**config.mk**
```make
export PLATFORM = sky130hd
export DESIGN_NAME = multicycle_controller
export DESIGN_NICKNAME = d
export VERILOG_FILES = /design/src/rtl/multicycle_controller.sv
export SDC_FILE = /design/constraint.sdc
export NUM_CORES = 1
export LEC_CHECK = 0
export BUFFER_PORTS_ARGS = -buffer_cell sky130_fd_sc_hd__buf_2
export CAP_MARGIN = 40
export CORE_ASPECT_RATIO = 1.5
export CORE_MARGIN = 1
export CORE_UTILIZATION = 35
export DETAILED_ROUTE_END_ITERATION = 6
export SYNTH_ARGS = -nofsm -noshare
export SYNTH_HDL_FRONTEND = slang
export SYNTH_SLANG_ARGS = --single-unit
export TNS_END_PERCENT = 1
```
**constraint.sdc**
```tcl
create_clock -name clk -period 1.8 [get_ports clk]
set_input_delay 0.36 -clock clk [delete_from_list [all_inputs] [get_ports clk]]
set_output_delay 0.36 -clock clk [all_outputs]
set_load 0.005 [all_outputs]
```
**src/rtl/multicycle_controller.sv**
```systemverilog
// ---------------------------------------------------------------------------
// multicycle_controller
//
// Control unit for the multicycle 8-bit data / 16-bit instruction CPU.
// Each instruction is stepped through FETCH / DECODE / EXEC / MEM / WB.
// Every datapath control signal is decoded combinationally from the current
// state and the opcode latched in DECODE. The controller also makes the
// branch decision (pcsrc = branch & zero) so the datapath needs no branch
// logic of its own.
//
// Build option:
//   CTRL_TRAP_EN  defined   : an undefined opcode sends the FSM to TRAP, a
//                             terminal state that drives illegal=1.
//                 undefined : an undefined opcode retires as a NOP (PC+2
//                             from DECODE); illegal is constant 0.
//
// Ports:
//   clk         in   rising-edge system clock
//   reset       in   synchronous, active-high reset
//   instr[15:0] in   instruction register (valid from DECODE onward)
//   zero        in   ALU zero flag
//   mem_ready   in   memory completes the current access this cycle
//   mem_req     out  memory access request
//   mem_we      out  write access (store)
//   mem_iord    out  address select: 0 = pc, 1 = aluout
//   irwrite     out  load instruction register from readdata
//   pcen        out  PC write enable (one pulse per retired instruction)
//   pcsrc       out  select branch target
//   jump        out  select jump target
//   memtoreg    out  writeback selects readdata
//   alusrc      out  ALU B selects sign-extended immediate
//   regdst      out  destination register is instr[7:6]
//   regwrite    out  register file write enable
//   alucontrol  out  ALU operation
//   halted      out  HALT executed
//   illegal     out  undefined opcode trapped
// ---------------------------------------------------------------------------
module multicycle_controller #(
  parameter int OPW = 4,
  parameter int FW  = 3
) (
  input  logic        clk,
  input  logic        reset,
  input  logic [15:0] instr,
  input  logic        zero,
  input  logic        mem_ready,
  output logic        mem_req,
  output logic        mem_we,
  output logic        mem_iord,
  output logic        irwrite,
  output logic        pcen,
  output logic        pcsrc,
  output logic        jump,
  output logic        memtoreg,
  output logic        alusrc,
  output logic        regdst,
  output logic        regwrite,
  output logic [2:0]  alucontrol,
  output logic        halted,
  output logic        illegal
);

  localparam logic [OPW-1:0] OP_RTYPE = OPW'(4'b0000);
  localparam logic [OPW-1:0] OP_LW    = OPW'(4'b0001);
  localparam logic [OPW-1:0] OP_SW    = OPW'(4'b0010);
  localparam logic [OPW-1:0] OP_BEQ   = OPW'(4'b0011);
  localparam logic [OPW-1:0] OP_ADDI  = OPW'(4'b0100);
  localparam logic [OPW-1:0] OP_J     = OPW'(4'b0101);
  localparam logic [OPW-1:0] OP_HALT  = OPW'(4'b1111);

  localparam logic [2:0] ALU_ADD = 3'b010;
  localparam logic [2:0] ALU_SUB = 3'b110;

  typedef enum logic [2:0] {
    S_FETCH,
    S_DECODE,
    S_EXEC,
    S_MEM,
    S_WB,
    S_HALT,
    S_TRAP
  } state_t;

  state_t         state_reg;
  logic [OPW-1:0] opcode_reg;
  logic [OPW-1:0] instr_op;
  logic           instr_op_defined;
  logic [2:0]     exec_alu;

  // Instruction bits between opcode and funct are consumed by the datapath.
  logic unused_instr_bits;
  assign unused_instr_bits = ^instr[15-OPW:FW];

  // DECODE looks at the live instruction register; later states use the
  // opcode captured in DECODE.
  assign instr_op = instr[15 -: OPW];

  always_comb begin
    case (instr_op)
      OP_RTYPE, OP_LW, OP_SW, OP_BEQ, OP_ADDI, OP_J, OP_HALT:
        instr_op_defined = 1'b1;
      default:
        instr_op_defined = 1'b0;
    endcase
  end

  always_comb begin
    case (opcode_reg)
      OP_RTYPE: exec_alu = instr[FW-1:0];
      OP_BEQ:   exec_alu = ALU_SUB;
      default:  exec_alu = ALU_ADD;
    endcase
  end

  // -------------------------------------------------------------------------
  // State register and opcode latch
  // -------------------------------------------------------------------------
  always_ff @(posedge clk) begin
    if (reset) begin
      state_reg  <= S_FETCH;
      opcode_reg <= '0;
    end else begin
      case (state_reg)
        S_FETCH: begin
          if (mem_ready) state_reg <= S_DECODE;
        end
        S_DECODE: begin
          opcode_reg <= instr_op;
          if (instr_op == OP_J) begin
            state_reg <= S_FETCH;
          end else if (instr_op == OP_HALT) begin
            state_reg <= S_HALT;
          end else if (instr_op_defined) begin
            state_reg <= S_EXEC;
          end else begin
`ifdef CTRL_TRAP_EN
            state_reg <= S_TRAP;
`else
            state_reg <= S_FETCH;
`endif
          end
        end
        S_EXEC: begin
          case (opcode_reg)
            OP_BEQ:       state_reg <= S_FETCH;
            OP_LW, OP_SW: state_reg <= S_MEM;
            default:      state_reg <= S_WB;
          endcase
        end
        S_MEM: begin
          if (mem_ready) state_reg <= (opcode_reg == OP_SW) ? S_FETCH : S_WB;
        end
        S_WB:    state_reg <= S_FETCH;
        S_HALT:  state_reg <= S_HALT;
        S_TRAP:  state_reg <= S_TRAP;
        default: state_reg <= S_FETCH;
      endcase
    end
  end

  // -------------------------------------------------------------------------
  // Output decode. Reset forces every output low so an aborted instruction
  // cannot write the register file, the PC or memory during the reset cycle.
  // -------------------------------------------------------------------------
  always_comb begin
    mem_req    = 1'b0;
    mem_we     = 1'b0;
    mem_iord   = 1'b0;
    irwrite    = 1'b0;
    pcen       = 1'b0;
    pcsrc      = 1'b0;
    jump       = 1'b0;
    memtoreg   = 1'b0;
    alusrc     = 1'b0;
    regdst     = 1'b0;
    regwrite   = 1'b0;
    alucontrol = 3'b000;
    halted     = 1'b0;
    illegal    = 1'b0;
    if (!reset) begin
      case (state_reg)
        S_FETCH: begin
          mem_req = 1'b1;
          irwrite = mem_ready;
        end
        S_DECODE: begin
          if (instr_op == OP_J) begin
            jump = 1'b1;
            pcen = 1'b1;
          end
`ifndef CTRL_TRAP_EN
          // Undefined opcode retires here as a NOP.
          if (!instr_op_defined) pcen = 1'b1;
`endif
        end
        S_EXEC: begin
          alucontrol = exec_alu;
          case (opcode_reg)
            OP_BEQ: begin
              pcen  = 1'b1;
              pcsrc = zero;
            end
            OP_LW, OP_SW, OP_ADDI: alusrc = 1'b1;
            default: ;
          endcase
        end
        S_MEM: begin
          // Address and ALU controls held steady for the whole access.
          mem_req    = 1'b1;
          mem_iord   = 1'b1;
          alusrc     = 1'b1;
          alucontrol = ALU_ADD;
          mem_we     = (opcode_reg == OP_SW);
          pcen       = (opcode_reg == OP_SW) && mem_ready;
        end
        S_WB: begin
          regwrite = 1'b1;
          pcen     = 1'b1;
          memtoreg = (opcode_reg == OP_LW);
          regdst   = (opcode_reg == OP_RTYPE);
          alusrc   = (opcode_reg == OP_ADDI);
        end
        S_HALT: begin
          halted = 1'b1;
        end
        S_TRAP: begin
`ifdef CTRL_TRAP_EN
          illegal = 1'b1;
`endif
        end
        default: ;
      endcase
    end
  end

endmodule

```
After elaboration in Yosys (flattened, before gate mapping). Index checks and enable logic that the tools add are counted.

Register bits after elaboration: 7. Logic and storage cells: 70. Output and inout port bits: 16.

Equality and inequality tests: 18. Reduce and logical (&&, ||, !) cells: 9. Muxes and demuxes: 41.

Operator list (count): 2-to-1 mux 1 bit (28); 2-to-1 mux 3 bit (6); case mux 3 bit (2 select lines) (3); case mux 3 bit (6 select lines) (1); == test 4 x 2 -> 1 bit (second input constant) (4); == test 4 x 3 -> 1 bit (second input constant) (3); == test 3 bit (second input constant) (3); == test 4 x 1 -> 1 bit (second input constant) (2); logical NOT 4 bit (2); OR reduction 7 bit (1); == test 3 x 2 -> 1 bit (second input constant) (2); == test 4 bit (second input constant) (1); inequality test 2 bit (second input constant) (2); case mux 1 bit (4 select lines) (1); OR reduction 2 bit (2); == test 3 x 1 -> 1 bit (second input constant) (1); logical NOT 3 bit (1); case mux 1 bit (3 select lines) (1); OR reduction 3 bit (1); 2-to-1 mux 2 bit (1); AND reduction 2 bit (1); logical AND 1 bit (1).

Logic depth before layout (Yosys ltp). Gate-level depths: netlist of run 1.

Word-level depth: 7. Gate-level depth with buffers: 5. Depth with buffers taken out: 4.

Worst setup path before layout of run 1. Ideal clock, no wire load.

Path type: reg-to-output. From: register opcode_reg[2]. To: output port pcen. Setup slack: 0.285 ns. Stages on the path, launching flop included: 5. Path buffers: 0. Arrival time: 1.155 ns. Cells stage by stage: dfxtp_1 nor2_4 nand3b_4 o311a_1 o41ai_2.

Longest elaborated chain between the ends: 4.

Ends and longest elaborated chain: start, declared (RTL line 85) `logic [OPW-1:0] opcode_reg;`; start signal, assigned (RTL line 128) `opcode_reg <= instr_op;`; == test 4 x 2 -> 1 bit (on tied branches) (RTL line 198, 214); 2-to-1 mux 1 bit / logical AND 1 bit (equally long branches) (RTL line 198, 214); case mux 1 bit (4 select lines) (*) (RTL line 181) `case (state_reg)`; 2-to-1 mux 1 bit (*) (RTL line 180) `if (!reset) begin`; end, declared (RTL line 51) `output logic pcen,`.

Mark *: on every way between the ends. The rest lies on a longest branch, timed or not.

Worst setup path in the final report of run 1.
From: register state_reg[1]. To: output port pcen.

Longest elaborated chain between the ends: 3.

Ends and longest elaborated chain: start, declared (RTL line 84) `state_t state_reg;`; start signal, assigned (RTL line 151) `if (mem_ready) state_reg <= (opcode_reg == OP_SW) ? S_FETCH : S_WB;`; == test 3 bit (tied with other cells) (RTL line 181); case mux 1 bit (4 select lines) (*) (RTL line 181); 2-to-1 mux 1 bit (*) (RTL line 180).

Marked as above.

==> results of run 1 <==
## through the flow
stage	TNS, ns	setup WS, ns	hold WS [ns]
finish	-0.109	-0.109	0.399
global placement	0	0.0849	0.637
CTS	-0.119	-0.108	0.389
floorplan	0	0.285	0.507
global route	-0.440	-0.230	0.399
detailed placement	0	0.0745	0.652
## final cells by class
| type | count | area, um^2 | area share (%) |
|---|---|---|---|
| multi-input combinational | 78 | 523 | 54.9 |
| inverter | 3 | 11.3 | 1.18 |
| timing repair buffer | 37 | 219 | 23.0 |
| sequential | 7 | 148 | 15.5 |
| clock buffer | 4 | 26.3 | 2.76 |
| tap | 21 | 26.3 | 2.76 |
## synth_stat cells, types with 2 or more instances
library cell / n
nand2b_1: 2
nand4_1: 2
o21ai_0: 2
inv_1: 3
nand4bb_1: 2
nor3_1: 6
mux2i_1: 4
buf_4: 3
nor2_1: 15
buf_2: 3
dfxtp_1: 7
nand3_1: 2
nand2_1: 8
nor2b_1: 4
and2b_1: 2
a21oi_1: 6
## logic make-up (layout without fill, tap and decap cells)
logic type / after synthesis / in the layout
compound gates: 18 / 18
xor+xnor: 1 / 1
buf+inv: 10 / 44
flops: 7 / 7
mux: 4 / 4
other cells: 1 / 1
simple gates: 54 / 54
## worst max-delay path: stages (launching register included)
cell and delay (ns):
dfxtp_4 0.39, and2b_2 0.27, o211ai_1 0.11, o311a_1 0.16, o41ai_2 0.21, buf_2 0.16
## cell usage in the layout (no fill, tap or decap), drive strengths merged
master / netlist / routed
buf: 6 / 37
nor2: 17 / 17
nand2: 8 / 8
dfxtp: 7 / 7
a21oi: 6 / 6
nor3: 6 / 6
nor2b: 4 / 4
mux2i: 4 / 4
clkbuf: 1 / 4
inv: 3 / 3
o21ai: 3 / 3
nand2b: 2 / 2
nand4bb: 2 / 2
nand3: 2 / 2
nand4: 2 / 2
and4: 2 / 2
and2b: 2 / 2
nand3b: 2 / 2
or2: 2 / 2
nor3b: 1 / 1
xnor2: 1 / 1
and4b: 1 / 1
o21a: 1 / 1
o211ai: 1 / 1
o311a: 1 / 1
o41ai: 1 / 1
and3: 1 / 1
o31ai: 1 / 1
o2111ai: 1 / 1
a211oi: 1 / 1
a21bo: 1 / 1
o2bb2ai: 1 / 1
conb: 1 / 1
## how the worst max path moves through the flow
stage | cells after the start | to | start
after floorplan | 4 | pcen | opcode_reg[2]$_SDFFE_PP0P_
after global placement | 5 | pcen | state_reg[1]$_SDFFE_PP0P_
after detailed placement | 5 | pcen | state_reg[1]$_SDFFE_PP0P_
after CTS | 5 | pcen | opcode_reg[3]$_SDFFE_PP0P_
after global routing | 5 | pcen | opcode_reg[3]$_SDFFE_PP0P_
final | 5 | pcen | state_reg[1]$_SDFFE_PP0P_
## power groups by stage
stage / Combinational (mW) / Sequential [mW] / Clock, mW
after floorplan: 0.107 / 0.176 / 0
after global placement: 0.160 / 0.183 / 0
after detailed placement: 0.162 / 0.184 / 0
after CTS: 0.165 / 0.181 / 0.156
after global routing: 0.190 / 0.185 / 0.170
final: 0.174 / 0.182 / 0.151
## metal layers
layer	GRT usage [%]	vias up
li1	-	406
met1	25.2	359
met2	34.4	24
met3	3.95	4
met4	9.18	0
met5	0	-
## repair_timing
item,4_1_cts,5_1_grt
endpoints found under the setup margin,7,8
cloned,0,0
pin swaps,1,0
gates resized for setup,7,7
==> run summary, run 1 <==
Simple-gate area share of the yosys netlist - 45.7%
Largest area contributor in the netlist - dfxtp_1
DRT antenna net count - 0
Setup WS post-layout - -0.109 ns
Clock transition at path regs - 0.06 ns
# Max-Cap Violations - 0
Die height - 56.4 um
IO buf count - 25
Total gr overflow - 0
CTS tree - done
GRT Util Overall - 21.0%
Largest family of logic cells by synthesized area - simple AND/OR/NAND/NOR gates
Status - finished with violations
Number of synthesized flops with an enable pin - 0
DRC viols - 0
DR top layer - met4
Overall power - 0.507 mW
Final hold viol count - 0
Reg2reg path depth - 5
Inst Count DP - 146
Utilization after layout - 52.1%
Setup bufs post-CTS - 0
Clock network fraction of total power - 29.8%
CTS Sinks - 7
Yosys top cell area share - 20.3%
Worst reg2reg path endpoint - state_reg[0]$_SDFFE_PP0P_
RSZ-0062 raised after global routing - true
Maximum clock path buffer count - 2
Met2 wire length - 1010 um
Synth Area in XOR/XNOR - 1.27%
Num rows - 19
Post-Syn Area - 689 um^2
Syn Area/Cell - 7.26 um^2
Die W - 38.2 um
Mapped Cells - 95
Router iterations before antenna repair - 4
CTS buffer count - 3
Critical path fanouts, max - 12
Switching power of the nets - 0.169 mW
Post-synthesis sequential area ratio - 20.3%
Synth Area in Compound Gates - 18.7%
Non-Filler Instances - 150
Vias - 793
Initial DRC Count - 17
Fill cell count - 185
VDD IR max - 0.000339 V
Antenna violations before repair - 0
First-pass GRT wire length - 3260 um
Root buffer cell - clkbuf_4
Post-synthesis register bit count - 7
# IOs - 36
CP required - 1.44 ns
Synth top area cells - dfxtp_1 20%, nor2_1 8.2%, mux2i_1 5.8%
WL/cell - 13.0 um
Synth cell types - 40
Final WL - 1950 um
Met1 WL - 812 um
Worst hold path type - input port to flop
Die ar. - 0.00215 mm^2
Mux contribution to synthesized area - 5.81%
Combinational fraction of design power - 34.4%
Worst r2r src - state_reg[0]$_SDFFE_PP0P_
Vias in the first global route - 740
Core area - 0.00183 mm^2
FFs w/ async S/R, synth - 0%
Fmax - 524 MHz
Share of cells above drive strength 1 - 45.7%
Failing checks - negative setup slack
Final setup viols - 1
Syn_nets - 115
Fin Clk Skew - 0.00937 ns
Nets - 150
Worst-Skew Late Latency - 0.25 ns
Worst EP arrival - 1.55 ns
Synth Flop Type - dfxtp_1
Pwr Density - 532 mW/mm^2
Worst setup EP type - output pin
Lkg Pwr - 0.464 nW
GP Congestion - 0.796
End of the worst hold path - opcode_reg[1]$_SDFFE_PP0P_
Cell Int Power - 0.338 mW
Area Growth Syn to Fin - 38.3%
Largest register FFs - 4
Reg2reg setup slack - 0.48 ns
Worst Hold Depth - 3
Post-route cell area - 953 um^2
Crit Path Category - flop to output pin
Placed inst area - 890 um^2
Pin count of the biggest net entering global routing - 15
Adder and majority gate portion of the synthesized area - 0%
# H-tree levels - 1
Hold wc startpoint - instr[13]
Sw frac - 33.3%
Hold Buf Count CTS - 0
Slew Limit Fails - 0
CP Launch Type - flop
Final Cycle Share - 106%
Synthesis warning total - 0
Initial Util - 37.7%
Vias per cell - 5.29
Final HPWL DP - 1490 um
Sequential share of power - 35.9%
Final min period - 1.91 ns
WL met3 - 99 um
# diodes - 0
No activity file was read; power rests on OpenSTA's default activity.
==> run 2: changes to the inputs <==
--- a/config.mk
+++ b/config.mk
@@ -11,6 +11,8 @@
 export CORE_MARGIN = 1
 export CORE_UTILIZATION = 35
 export DETAILED_ROUTE_END_ITERATION = 6
+export PLACE_DENSITY = 0.72
+export SLEW_MARGIN = 20
 export SYNTH_ARGS = -nofsm -noshare
 export SYNTH_HDL_FRONTEND = slang
 export SYNTH_SLANG_ARGS = --single-unit
==> run summary, run 2 (synthesis results as in run 1) <==
Lkg Pwr - 0.459 nW (was 0.464 nW)
Area Growth Syn to Fin - 37.9% (was 38.3%)
CTS Sinks - 7 (unchanged)
VDD IR max - 0.000335 V (was 0.000339 V)
Critical path fanouts, max - 4 (was 12)
Antenna violations before repair - 0 (unchanged)
Core area - 0.00183 mm^2 (unchanged)
Worst EP arrival - 1.50 ns (was 1.55 ns)
Die W - 38.2 um (unchanged)
Initial Util - 37.7% (unchanged)
Pwr Density - 521 mW/mm^2 (was 532 mW/mm^2)
Final HPWL DP - 1440 um (was 1490 um)
# diodes - 0 (unchanged)
Die ar. - 0.00215 mm^2 (unchanged)
Dpl ws - 0.141 ns (was 0.0745 ns)
Final hold viol count - 0 (unchanged)
Fin Clk Skew - 0.00179 ns (was 0.00937 ns)
Root buffer cell - clkbuf_4 (unchanged)
Initial DRC Count - 6 (was 17)
Vias in the first global route - 670 (was 740)
Fmax - 539 MHz (was 524 MHz)
Router iterations before antenna repair - 4 (unchanged)
CTS tree - done (unchanged)
Largest register FFs - 4 (unchanged)
Maximum clock path buffer count - 2 (unchanged)
CP Launch Type - flop (unchanged)
Slew Limit Fails - 0 (unchanged)
Commonest non-fill, non-tap cell in the layout - buf_2 (unchanged)
Worst hold path type - input port to flop (unchanged)
Final min period - 1.86 ns (was 1.91 ns)
Die height - 56.4 um (unchanged)
Worst hold margin - 0.397 ns (was 0.399 ns)
Final Cycle Share - 103% (was 106%)
Failing checks - negative setup slack (unchanged)
Pin count of the biggest net entering global routing - 15 (unchanged)
Inst Count DP - 144 (was 146)
CTS buffer count - 3 (unchanged)
Worst-Skew Late Latency - 0.25 ns (about the same)
Setup WS post-layout - -0.0570 ns (was -0.109 ns)
GP Congestion - 0.855 (was 0.796)
GRT Util Overall - 19.0% (was 21.0%)
DRT antenna net count - 0 (unchanged)
# IOs - 36 (unchanged)
Clock transition at path regs - 0.05 ns (was 0.06 ns)
Vias - 801 (was 793)
Vias per cell - 5.34 (was 5.29)
Num rows - 19 (unchanged)
Final setup viols - 1 (unchanged)
Commonest non-fill, non-tap cells in the layout - 25 x buf_2, 13 x nor2_1, 11 x buf_4, 8 x nand2_1, 6 x a21oi_1 (was 25 x buf_2, 12 x nor2_1, 11 x buf_4, 8 x nand2_1, 6 x a21oi_1)
Crit Path Category - flop to output pin (unchanged)
Status - finished with violations (unchanged)
DRC viols - 0 (unchanged)
# Max-Cap Violations - 0 (unchanged)
Utilization after layout - 51.9% (was 52.1%)
Final WL - 1840 um (was 1950 um)
First-pass GRT wire length - 2980 um (was 3260 um)
Total Neg Setup Slack - -0.0570 ns (was -0.109 ns)
IO buf count - 25 (unchanged)
Worst setup EP type - output pin (unchanged)
Total gr overflow - 0 (unchanged)
CP required - 1.44 ns (about the same)
WL/cell - 12.3 um (was 13.0 um)
Nets - 150 (unchanged)
RSZ-0062 raised after global routing - true (unchanged)
# H-tree levels - 1 (unchanged)
Non-Filler Instances - 150 (unchanged)
Share of cells above drive strength 1 - 46.5% (was 45.7%)
-- run 2: cell type report --
type                            count  area, um^2
Timing Repair Buffer               37         219
Inverter                            3        11.3
Clock buffer                        4        26.3
Tap cell                           21        26.3
Multi-Input combinational cell     78         518
Sequential cell                     7         150
Fill cell                         174         880
-- run 2: worst paths after layout --
check	start	to	slack (ns)	cells after the start
worst max-delay path	opcode_reg[3]$_SDFFE_PP0P_	pcen	-0.06	5
worst min-delay path	instr[12]	opcode_reg[0]$_SDFFE_PP0P_	0.40	3
worst max register to register	state_reg[0]$_SDFFE_PP0P_	state_reg[0]$_SDFFE_PP0P_	0.51	5
worst min register to register	opcode_reg[3]$_SDFFE_PP0P_	opcode_reg[3]$_SDFFE_PP0P_	0.55	2
-- run 2: critical path, stage by stage (launching register included) --
cell	delay, ns
dfxtp_2	0.34
nor2_4	0.15
nand3b_4	0.10
o311a_1	0.30
o41ai_2	0.20
buf_2	0.16
-- run 2: where the power goes --
group,total [mW],switching (mW),internal (mW)
Clock,0.141,0.0562,0.0845
Combinational,0.172,0.0854,0.0870
Sequential,0.182,0.0159,0.166
Total,0.495,0.157,0.338
-- run 2: layer usage --
layer  wire (um)  vias to the layer above  track usage (%)
met5           0                        -                0
met4          17                        0             7.65
met3          66                        2             3.56
met2         970                       21             31.5
met1         787                      372             23.0
li1            -                      406                -
-- run 2: per-stage QoR --
stage | area (um^2) | total power [mW]
2_1_floorplan | 689 | 0.282
3_3_place_gp | 875 | 0.334
3_5_place_dp | 875 | 0.340
4_1_cts | 910 | 0.484
5_1_grt | 951 | 0.524
6_report | 951 | 0.495
-- run 2: timing repair --
| action | 4_1_cts | 5_1_grt |
|---|---|---|
| setup endpoints to repair | 5 | 7 |
| endpoints found under the hold margin | 0 | 0 |
| buffers inserted | 0 | 2 |
| cloned | 0 | 0 |
| hold buffers | 0 | 0 |
| pin swaps | 2 | 1 |
| gates resized for setup | 6 | 9 |
